==> config.mk <==
export PLATFORM = sky130hd
export DESIGN_NAME = multicycle_adder
export DESIGN_NICKNAME = d
export VERILOG_FILES = /design/src/rtl/multicycle_adder.sv
export SDC_FILE = /design/constraint.sdc
export NUM_CORES = 1
export LEC_CHECK = 0
export CAP_MARGIN = 20
export CORE_MARGIN = 5
export CORE_UTILIZATION = 45
export DETAILED_ROUTE_END_ITERATION = 10
export PLACE_DENSITY = 0.72
export SETUP_SLACK_MARGIN = 0.2
export SYNTH_ARGS = -nofsm -noshare
export SYNTH_HDL_FRONTEND = slang
export SYNTH_SLANG_ARGS = --single-unit
==> constraint.sdc <==
create_clock -name clk -period 2.9 [get_ports clk]
set_input_delay 0.29 -clock clk [delete_from_list [all_inputs] [get_ports clk]]
set_output_delay 0.29 -clock clk [all_outputs]
set_load 0.02 [all_outputs]
==> src/rtl/multicycle_adder.sv <==
// multicycle_adder
//   WIDTH-bit adder/subtractor that ripples the carry across CHUNK-bit slices,
//   one slice per clock. It uses a short critical path (one CHUNK+1 bit add)
//   at the cost of a latency of NCHUNK = WIDTH/CHUNK cycles. It has a
//   valid/ready handshake on both the operand side and the result side.
//
//   Optional feature macro: ADDER_OVF_EN.
//     When it is defined, the signed-overflow port ovf and its logic are built.
//
// Ports
//   clk        in   1      rising-edge clock
//   rst_n      in   1      asynchronous active-low reset
//   in_valid   in   1      operands valid
//   in_ready   out  1      block can accept operands (IDLE)
//   a, b       in   WIDTH  operands
//   cin        in   1      carry in, add mode only
//   sub        in   1      1: a - b, 0: a + b + cin
//   out_valid  out  1      result valid (DONE)
//   out_ready  in   1      consumer takes the result
//   sum        out  WIDTH  result, modulo 2^WIDTH; holds until next accept
//   cout       out  1      final carry; in sub mode 1 means no borrow
//   ovf        out  1      signed overflow (ADDER_OVF_EN only)
module multicycle_adder #(
   parameter int WIDTH = 16,
   parameter int CHUNK = 4
) (
   input  logic             clk,
   input  logic             rst_n,
   input  logic             in_valid,
   output logic             in_ready,
   input  logic [WIDTH-1:0] a,
   input  logic [WIDTH-1:0] b,
   input  logic             cin,
   input  logic             sub,
   output logic             out_valid,
   input  logic             out_ready,
   output logic [WIDTH-1:0] sum,
   output logic             cout
`ifdef ADDER_OVF_EN
   ,output logic            ovf
`endif
);

   localparam int NCHUNK = WIDTH / CHUNK;
   localparam int SW     = (NCHUNK > 1) ? $clog2(NCHUNK) : 1;

   generate
      if (WIDTH % CHUNK != 0) begin : g_bad_chunk
         $error("multicycle_adder: WIDTH must be a multiple of CHUNK");
      end
   endgenerate

   typedef enum logic [1:0] {IDLE, RUN, DONE} state_t;

   state_t           state, state_nxt;
   logic [WIDTH-1:0] a_r;
   logic [WIDTH-1:0] b_r;      // b already inverted for subtract
   logic [WIDTH-1:0] sum_r;
   logic             carry_r;
   logic             cout_r;
   logic [SW-1:0]    slice;
   logic [CHUNK:0]   slice_res;
   logic             last_slice;
   logic             accept;

   assign accept     = (state == IDLE) && in_valid;
   assign last_slice = (slice == SW'(NCHUNK - 1));

   // One CHUNK+1 bit add per cycle; the top bit is the carry into the next slice.
   assign slice_res = {1'b0, a_r[slice*CHUNK +: CHUNK]}
                    + {1'b0, b_r[slice*CHUNK +: CHUNK]}
                    + {{CHUNK{1'b0}}, carry_r};

   // State register
   always_ff @(posedge clk or negedge rst_n) begin
      if (!rst_n) state <= IDLE;
      else        state <= state_nxt;
   end

   // Next-state logic
   always_comb begin
      state_nxt = state;
      case (state)
         IDLE:    if (in_valid)   state_nxt = RUN;
         RUN:     if (last_slice) state_nxt = DONE;
         DONE:    if (out_ready)  state_nxt = IDLE;
         default:                 state_nxt = IDLE;
      endcase
   end

   // Output logic
   always_comb begin
      in_ready  = (state == IDLE);
      out_valid = (state == DONE);
   end

   // Operand latches and slice datapath
   always_ff @(posedge clk or negedge rst_n) begin
      if (!rst_n) begin
         a_r     <= '0;
         b_r     <= '0;
         sum_r   <= '0;
         carry_r <= 1'b0;
         cout_r  <= 1'b0;
         slice   <= '0;
      end else if (accept) begin
         a_r     <= a;
         // Subtraction is a + ~b + 1, so the +1 goes in as the initial carry.
         b_r     <= sub ? ~b : b;
         carry_r <= sub ? 1'b1 : cin;
         sum_r   <= '0;
         slice   <= '0;
      end else if (state == RUN) begin
         sum_r[slice*CHUNK +: CHUNK] <= slice_res[CHUNK-1:0];
         carry_r                     <= slice_res[CHUNK];
         slice                       <= slice + SW'(1);
         if (last_slice) cout_r <= slice_res[CHUNK];
      end
   end

`ifdef ADDER_OVF_EN
   logic ovf_r;

   // Operands with the same sign but a result of the other sign mean overflow.
   // The sign of the result is the top bit of the last slice.
   always_ff @(posedge clk or negedge rst_n) begin
      if (!rst_n) begin
         ovf_r <= 1'b0;
      end else if (state == RUN && last_slice) begin
         ovf_r <= (a_r[WIDTH-1] == b_r[WIDTH-1]) &&
                  (slice_res[CHUNK-1] != a_r[WIDTH-1]);
      end
   end

   assign ovf = ovf_r;
`endif

   assign sum  = sum_r;
   assign cout = cout_r;

endmodule

# [After elaboration in Yosys (flattened, before gate mapping)]
# Index checks and enable logic that the tools add are counted.
# Widths: inputs -> output; s select.
[classes] addsub=4 eq_ne=6 shift=4 mux=13 bitwise=2 reduce_logical=5
[op_table] cell="$mux 16" count=3
[op_table] cell="$neg 4->34" count=1
[op_table] cell="$shift 4x34->16 const A" count=1
[op_table] cell="$shiftx 4x34->16" count=1
[op_table] cell="$shiftx 16x5->4" count=2
[op_table] cell="$bwmux 16" count=1
[op_table] cell="$not 16->16" count=1
[op_table] cell="$mux 2" count=5
[op_table] cell="$pmux 2 s3" count=1
[op_table] cell="$reduce_and 3->1" count=2
[op_table] cell="$add 4x4->5" count=1
[op_table] cell="$add 5x1->5" count=1
[op_table] cell="$eq 2x2->1 const B" count=2
[op_table] cell="$ne 2x2->1 const B" count=2
[op_table] cell="$mux 1" count=3
[op_table] cell="$add 2x1->2 const B" count=1
[op_table] cell="$eq 2x1->1 const B" count=1
[op_table] cell="$logic_not 2->1" count=1
[op_table] cell="$ne 2x1->1 const B" count=1
[op_table] cell="$reduce_bool 2->1" count=1
[op_table] cell="$logic_and 1x1->1" count=1
[op_table] cell="$not 1->1" count=1
[totals] regBits=54 in_bits=38 out_inout_bits=19

# [Depth between registers and ports, before layout]
# Gate-level depths: netlist (run 1).
[logic_depth] ltp_word=7 mapped_depth=9 ltp_nobuf=8

# [Least setup slack after synthesis (run 1)]
# Ideal clock, no wire load.
[synth_path] kind="flip-flop to flip-flop" startpoint="reg slice[0]" endpoint="reg carry_r" setup_time_ns=0.129 t_arrival_ns=2.101 slack_ns=0.670 stages_incl_launch_ff=10 n_path_buf=1 path_cell_list="dfrtp_1 buf_6 mux4_2 fa_1 inv_1 fa_1 nor2b_1 o21a_1 nor3_1 o21ai_0"
[synth_via] elab_chain_len=5
[synth_lines] element="start: declaration" line="61" source="logic [SW-1:0] slice;"
[synth_lines] element="start signal: assignment" line="116" source="slice <= slice + SW'(1);"
[synth_lines] element="$shiftx 16x5->4 (on tied branches)" line="70, 71"
[synth_lines] element="$add 4x4->5 (*)" line="71" source="+ {1'b0, b_r[slice*CHUNK +: CHUNK]}"
[synth_lines] element="$add 5x1->5 (*)" line="72" source="+ {{CHUNK{1'b0}}, carry_r};"
[synth_lines] element="$mux 1 (*)" line="113" source="end else if (state == RUN) begin"
[synth_lines] element="$mux 1 (*)" line="106" source="end else if (accept) begin"
[synth_lines] element="end signal: assignment" line="110" source="carry_r <= sub ? 1'b1 : cin;"
[synth_lines] element="end signal: assignment" line="115" source="carry_r <= slice_res[CHUNK];"
[synth_lines] element="end: declaration" line="59" source="logic carry_r;"
# Mark *: on every way between the ends. The rest lies on a longest branch, timed or not. The select of a mux whose other input is x is not followed.
# A chain may end at the register's enable or synchronous reset.

# [Worst setup path after layout (run 1)]
# Same ends and word-level chain as after synthesis.

==> metrics, run 1 <==
Final ANT Viol Nets=0; total global routing overflow=0; Placeable Area=5820 sq um; Netlist cell types=28; power per cell area=1130 nW/um^2; Synth Area per Inst=10.8 sq um; share of total power in combinational logic=0.537; Worst VDD drop=0.000556 V; sequential share of the synthesized area=0.508; endpoints failing setup=0; initial core utilization=0.457; final hold slack=-0.0122 ns; Syn Inst Count=247; highest clock rate=397 MHz; final wirelength=5.53 mm; Site Rows=28; Synth Area in Compound Gates=0.114; met3 Use GR=0.0407; H-Tree Depth=2; largest net degree at the start of global routing=52; Via density=5.06; initial antenna violation count=0; status=finished with violations; num ports=57; root buf cell=clkbuf_8; CTS Sinks=54; diode count=0; Sw Share=0.421; Min-Delay Path Class=primary input to asynchronous set/reset pin; failing checks=negative hold slack; Die Wd=86.9 um; layout cell share with drive strength beyond 1=0.0795; unrepaired setup endpoints after global routing=false; critical path peak fanout=7; CP Capture Type=flip-flop; P_int=0.00220 W; post-synthesis mux area share=0.0678; First-pass DRT Iterations=4; crit share post-route=0.868; HPWL Detailed=4.22 mm; Synth Register Bits=54; clock power share=0.113; crit start category=flip-flop; Clk Latency, worst-skew pair=0.31 ns; Reg2Reg Depth=8; Final nets=348; Max clock buf depth=2; vias in the first global route=1,934; Max-slew headroom=0.403; P_leak=1.51 nW; Synth Warn #=0; max-slew violation count=0; all-layer global routing usage=0.161; Post-CTS Hold Buffers=0; mapped cell area=2660 sq um; vias post-DR=1,907; Fin. Hold Viols=8; CP Class=flip-flop to flip-flop; first-pass GRT wire length=9.44 mm; Post-Synth XOR/XNOR Area=0.0593; Layout Area Growth over Synthesis=25.9%; CTS buffer count=5; WP data arrival=2.70 ns; Residual DRC=0; combinational family with the most area after synthesis=simple AND/OR/NAND/NOR gates; WP data required=3.08 ns; iteration-0 DRC count of the detailed router=95; Yosys top cell area share=0.508; most frequent cells in the layout=nand2_1 (75), clkdlybuf4s50_1 (55), dfrtp_1 (54); Clk pin slew, worst setup/hold paths=0.10 ns; Final min period=2.52 ns; die area=7540 sq um; GPL Wtd Cong=0.849; cells taking the most area after synthesis=dfrtp_1 (51%), nand2_1 (11%), mux4_2 (6.8%); Adder-Cell Fraction of Synth Area=0.0480; RR Startpoint=slice[0]; Die Ht=86.9 um; CTS tree=built; crit path from=slice[0]; P_sw=0.00160 W; cts repair resizes=0; Post-Syn Nets=294; Setup Fix Bufs, Post-CTS=0; simple-gate area share of the yosys netlist=0.163; Clock Skews=0.00939 ns; worst-margin pin slew=0.893 ns; met2 Use GR=0.270; setup TNS=0 ns; Total Power=0.00380 W; post-synth top area cell=dfrtp_1; GR met1 Demand/Resource=0.209; Buffers on Ports=56; WL/cell=14.7 um; sequential power share=0.350; commonest non-fill, non-tap cell in the layout=nand2_1; Max Cap Viol=0; GRT Max-Usage Layer=met2
-- worst max-delay path, cell delays in order (launching register included) --
cell and delay, ns:
dfrtp_1 0.58, mux4_2 0.57, fa_1 0.44, inv_1 0.09, fa_1 0.21, nor2b_1 0.06
o21a_1 0.18, nor3_1 0.14, o21ai_0 0.12
-- logic make-up after synthesis --
kind of cell,after synthesis
buffers and inverters,19
AOI/OAI and AO/OA,46
muxes,8
xor gates and xnor gates,18
adders and majority gates,9
and+or+nand+nor,93
DFF,54
-- final timing paths --
kind | slack, ns | end
min in group clk | 0.48 | a_r[1]
min reg2reg | 0.48 | a_r[1]
max | 0.38 | carry_r
max in group asynchronous | 2.13 | b_r[8]
max reg2reg | 0.38 | carry_r
min | -0.01 | state[1]
-- state kept, by name (all words and copies together) (netlist names) --
register	cells
a_r	16
carry_r	1
state	2
cout	1
sum	16
slice	2
b_r	16
-- layer usage --
layer / vias to the layer above / part of all wire
met5: - / 0
met4: 0 / 0.0087
met3: 5 / 0.054
met2: 47 / 0.49
met1: 918 / 0.44
li1: 937 / -
-- cells in the mapped netlist --
cell type,count
nor4b_4,1
nor2b_1,2
buf_6,2
inv_1,6
nand2_1,75
nor4_4,2
nand4b_1,1
nand3_1,1
clkbuf_1,2
nand2b_1,3
o31ai_1,1
dfrtp_1,54
a21o_1,4
buf_2,6
ha_1,7
a22o_1,14
and2b_1,1
a21oi_1,2
o21ai_0,22
a22oi_1,2
buf_4,3
mux4_2,8
nor2_1,5
fa_1,2
o21a_1,1
nor3_1,1
and2_4,1
xnor2_1,18
-- through the flow --
step / std cells / area (sq um) / utilization / setup slack, ns
6_report: 377 / 3350 / 0.575 / 0.382
5_1_grt: 377 / 3350 / 0.575 / 0.212
4_1_cts: 377 / 3350 / 0.575 / 0.379
3_5_place_dp: 369 / 3250 / 0.560 / 0.424
3_3_place_gp: 369 / 3250 / 0.560 / 0.460
2_1_floorplan: 247 / 2660 / - / 0.670
-- power groups by stage --
| stage | sequential, W | clock (W) | combinational (W) |
|---|---|---|---|
| 2_1_floorplan | 0.00136 | 0 | 0.00140 |
| 3_3_place_gp | 0.00135 | 0 | 0.00198 |
| 4_1_cts | 0.00134 | 0.000442 | 0.00205 |
| 6_report | 0.00133 | 0.000429 | 0.00204 |
| 3_5_place_dp | 0.00135 | 0 | 0.00204 |
| 5_1_grt | 0.00139 | 0.000465 | 0.00224 |
-- area by class of cell --
class / instances / area (sq um)
inverter: 6 / 22.5
tap: 75 / 93.8
sequential: 54 / 1350
clock buffer: 7 / 86.3
clock inverter: 1 / 5.00
timing repair buffer: 60 / 586
fill: 539 / 2470
multi-input combinational: 174 / 1200
No activity file was read; power rests on OpenSTA's default activity.
==> inputs of run 2 (changes only) <==
--- a/config.mk
+++ b/config.mk
@@ -9,7 +9,7 @@
 export CORE_MARGIN = 5
 export CORE_UTILIZATION = 45
 export DETAILED_ROUTE_END_ITERATION = 10
-export PLACE_DENSITY = 0.72
+export PLACE_DENSITY_LB_ADDON = 0.1
 export SETUP_SLACK_MARGIN = 0.2
 export SYNTH_ARGS = -nofsm -noshare
 export SYNTH_HDL_FRONTEND = slang
==> run 2 against run 1 <==
Compared with the run above:
- the run now ends clean
- sequential power hardly changed
- clock power is 17% higher
- count of clock-buffer cells in the layout is 2 lower
- register-to-register slack better by 0.13 ns
- wire length is 0.67% lower
- combinational power hardly changed
- power is 1.4% higher
- worst hold slack better by 0.49 ns
- cell count is 0.27% higher
- clock skew is 0.0017 ns lower
- highest routed layer unchanged
==> metrics, run 2 (synthesis gave the netlist of run 1 again) <==
CTS buffer count=5; endpoints failing setup=0; worst slack at placement=0.341 ns; Final nets=349; Final min period=2.39 ns; worst-margin pin slew=0.927 ns; Min-Delay Path Class=flip-flop to flip-flop; root buf cell=clkbuf_8; setup TNS=0 ns; initial core utilization=0.457; power per cell area=1140 nW/um^2; Via density=5.06; Final ANT Viol Nets=0; post-route setup slack=0.507 ns; Die Wd=86.9 um; WL/cell=14.5 um; layout cell share with drive strength beyond 1=0.0858; CP Capture Type=flip-flop; die area=7540 sq um; WHS Path Cells=2; status=finished, final reports clean; Worst VDD drop=0.000532 V; Clock Skews=0.00768 ns; first-pass GRT wire length=9.11 mm; critical path peak fanout=8; diode count=0; vias post-DR=1,911; First-pass DRT Iterations=4; crit start category=flip-flop; Buffers on Ports=56; WP data required=3.14 ns; P_leak=1.51 nW; H-Tree Depth=2; Reg2Reg Depth=7; CP Class=flip-flop to flip-flop; CTS Sinks=54; Layout Area Growth over Synthesis=27.2%; Residual DRC=0; crit share post-route=0.825; most frequent cells in the layout=nand2_1 (75), clkdlybuf4s50_1 (55), dfrtp_1 (53); GPL Wtd Cong=0.800; Max-slew headroom=0.380; Site Rows=28; initial antenna violation count=0; vias in the first global route=1,911; Die Ht=86.9 um; Clk Latency, worst-skew pair=0.30 ns; Total Power=0.00385 W; M1 wire length=2.34 mm; commonest non-fill, non-tap cell in the layout=nand2_1; CTS tree=built; Placeable Area=5820 sq um; Max Cap Viol=0; Clk pin slew, worst setup/hold paths=0.10 ns; WP data arrival=2.63 ns; num ports=57; routed wl met2=2.73 mm; DR top layer=met4; Fin. Hold Viols=0; highest clock rate=418 MHz; all-layer global routing usage=0.155; final hold slack=0.480 ns; Setup Fix Bufs, Post-CTS=0; HPWL Detailed=4.25 mm; max-slew violation count=0; unrepaired setup endpoints after global routing=false; total global routing overflow=0; total length of routed met3 wires=327 um; iteration-0 DRC count of the detailed router=73; final wirelength=5.49 mm; largest net degree at the start of global routing=52; Max clock buf depth=2
==> run 2: metal layers <==
layer | GRT usage | up-vias
li1 | - | 940
met2 | 0.266 | 46
met3 | 0.0303 | 8
met1 | 0.197 | 917
met5 | 0 | -
met4 | 0.0482 | 0
==> run 2: what timing repair did <==
item | CTS | global route
endpoints found under the hold margin | 7 | 0
hold buffers | 1 | 0
gates resized for setup | 0 | 1
setup endpoints to repair | 0 | 2
==> run 2: worst max-delay path, stage by stage, from the launching register on <==
cell	delay [ns]
dfrtp_2	0.53
mux4_2	0.56
fa_1	0.43
inv_1	0.09
fa_1	0.40
inv_1	0.12
a22oi_1	0.08
nor2_1	0.13
==> run 2: power breakdown <==
part	internal, W	switching, W
combinational	0.000910	0.00110
clock	0.000257	0.000245
sequential	0.00109	0.000242
==> run 2: final timing paths <==
kind / slack [ns] / start / to
worst max-delay path: 0.51 / slice[0] / sum[5]
worst min register to register: 0.48 / a_r[11] / a_r[11]
worst min-delay path: 0.48 / a_r[11] / a_r[11]
max in group asynchronous: 1.61 / rst_n / slice[0]
worst max register to register: 0.51 / slice[0] / sum[5]
min in group asynchronous: 0.52 / rst_n / a_r[7]
==> run 2: metrics by stage <==
stage	cells	utilization	area, sq um
finish	378	0.581	3380
global route	378	0.581	3380
CTS	378	0.581	3380
detailed placement	369	0.560	3250
global placement	369	0.560	3250
floorplan	247	-	2660
==> run 2: area by class of cell <==
cell class | count | area [sq um]
Clock buffer | 5 | 68.8
Clock inverter | 3 | 45.0
Tap cell | 75 | 93.8
Inverter | 6 | 22.5
Fill cell | 545 | 2440
Sequential cell | 54 | 1350
Timing Repair Buffer | 61 | 596
Multi-Input combinational cell | 174 | 1200
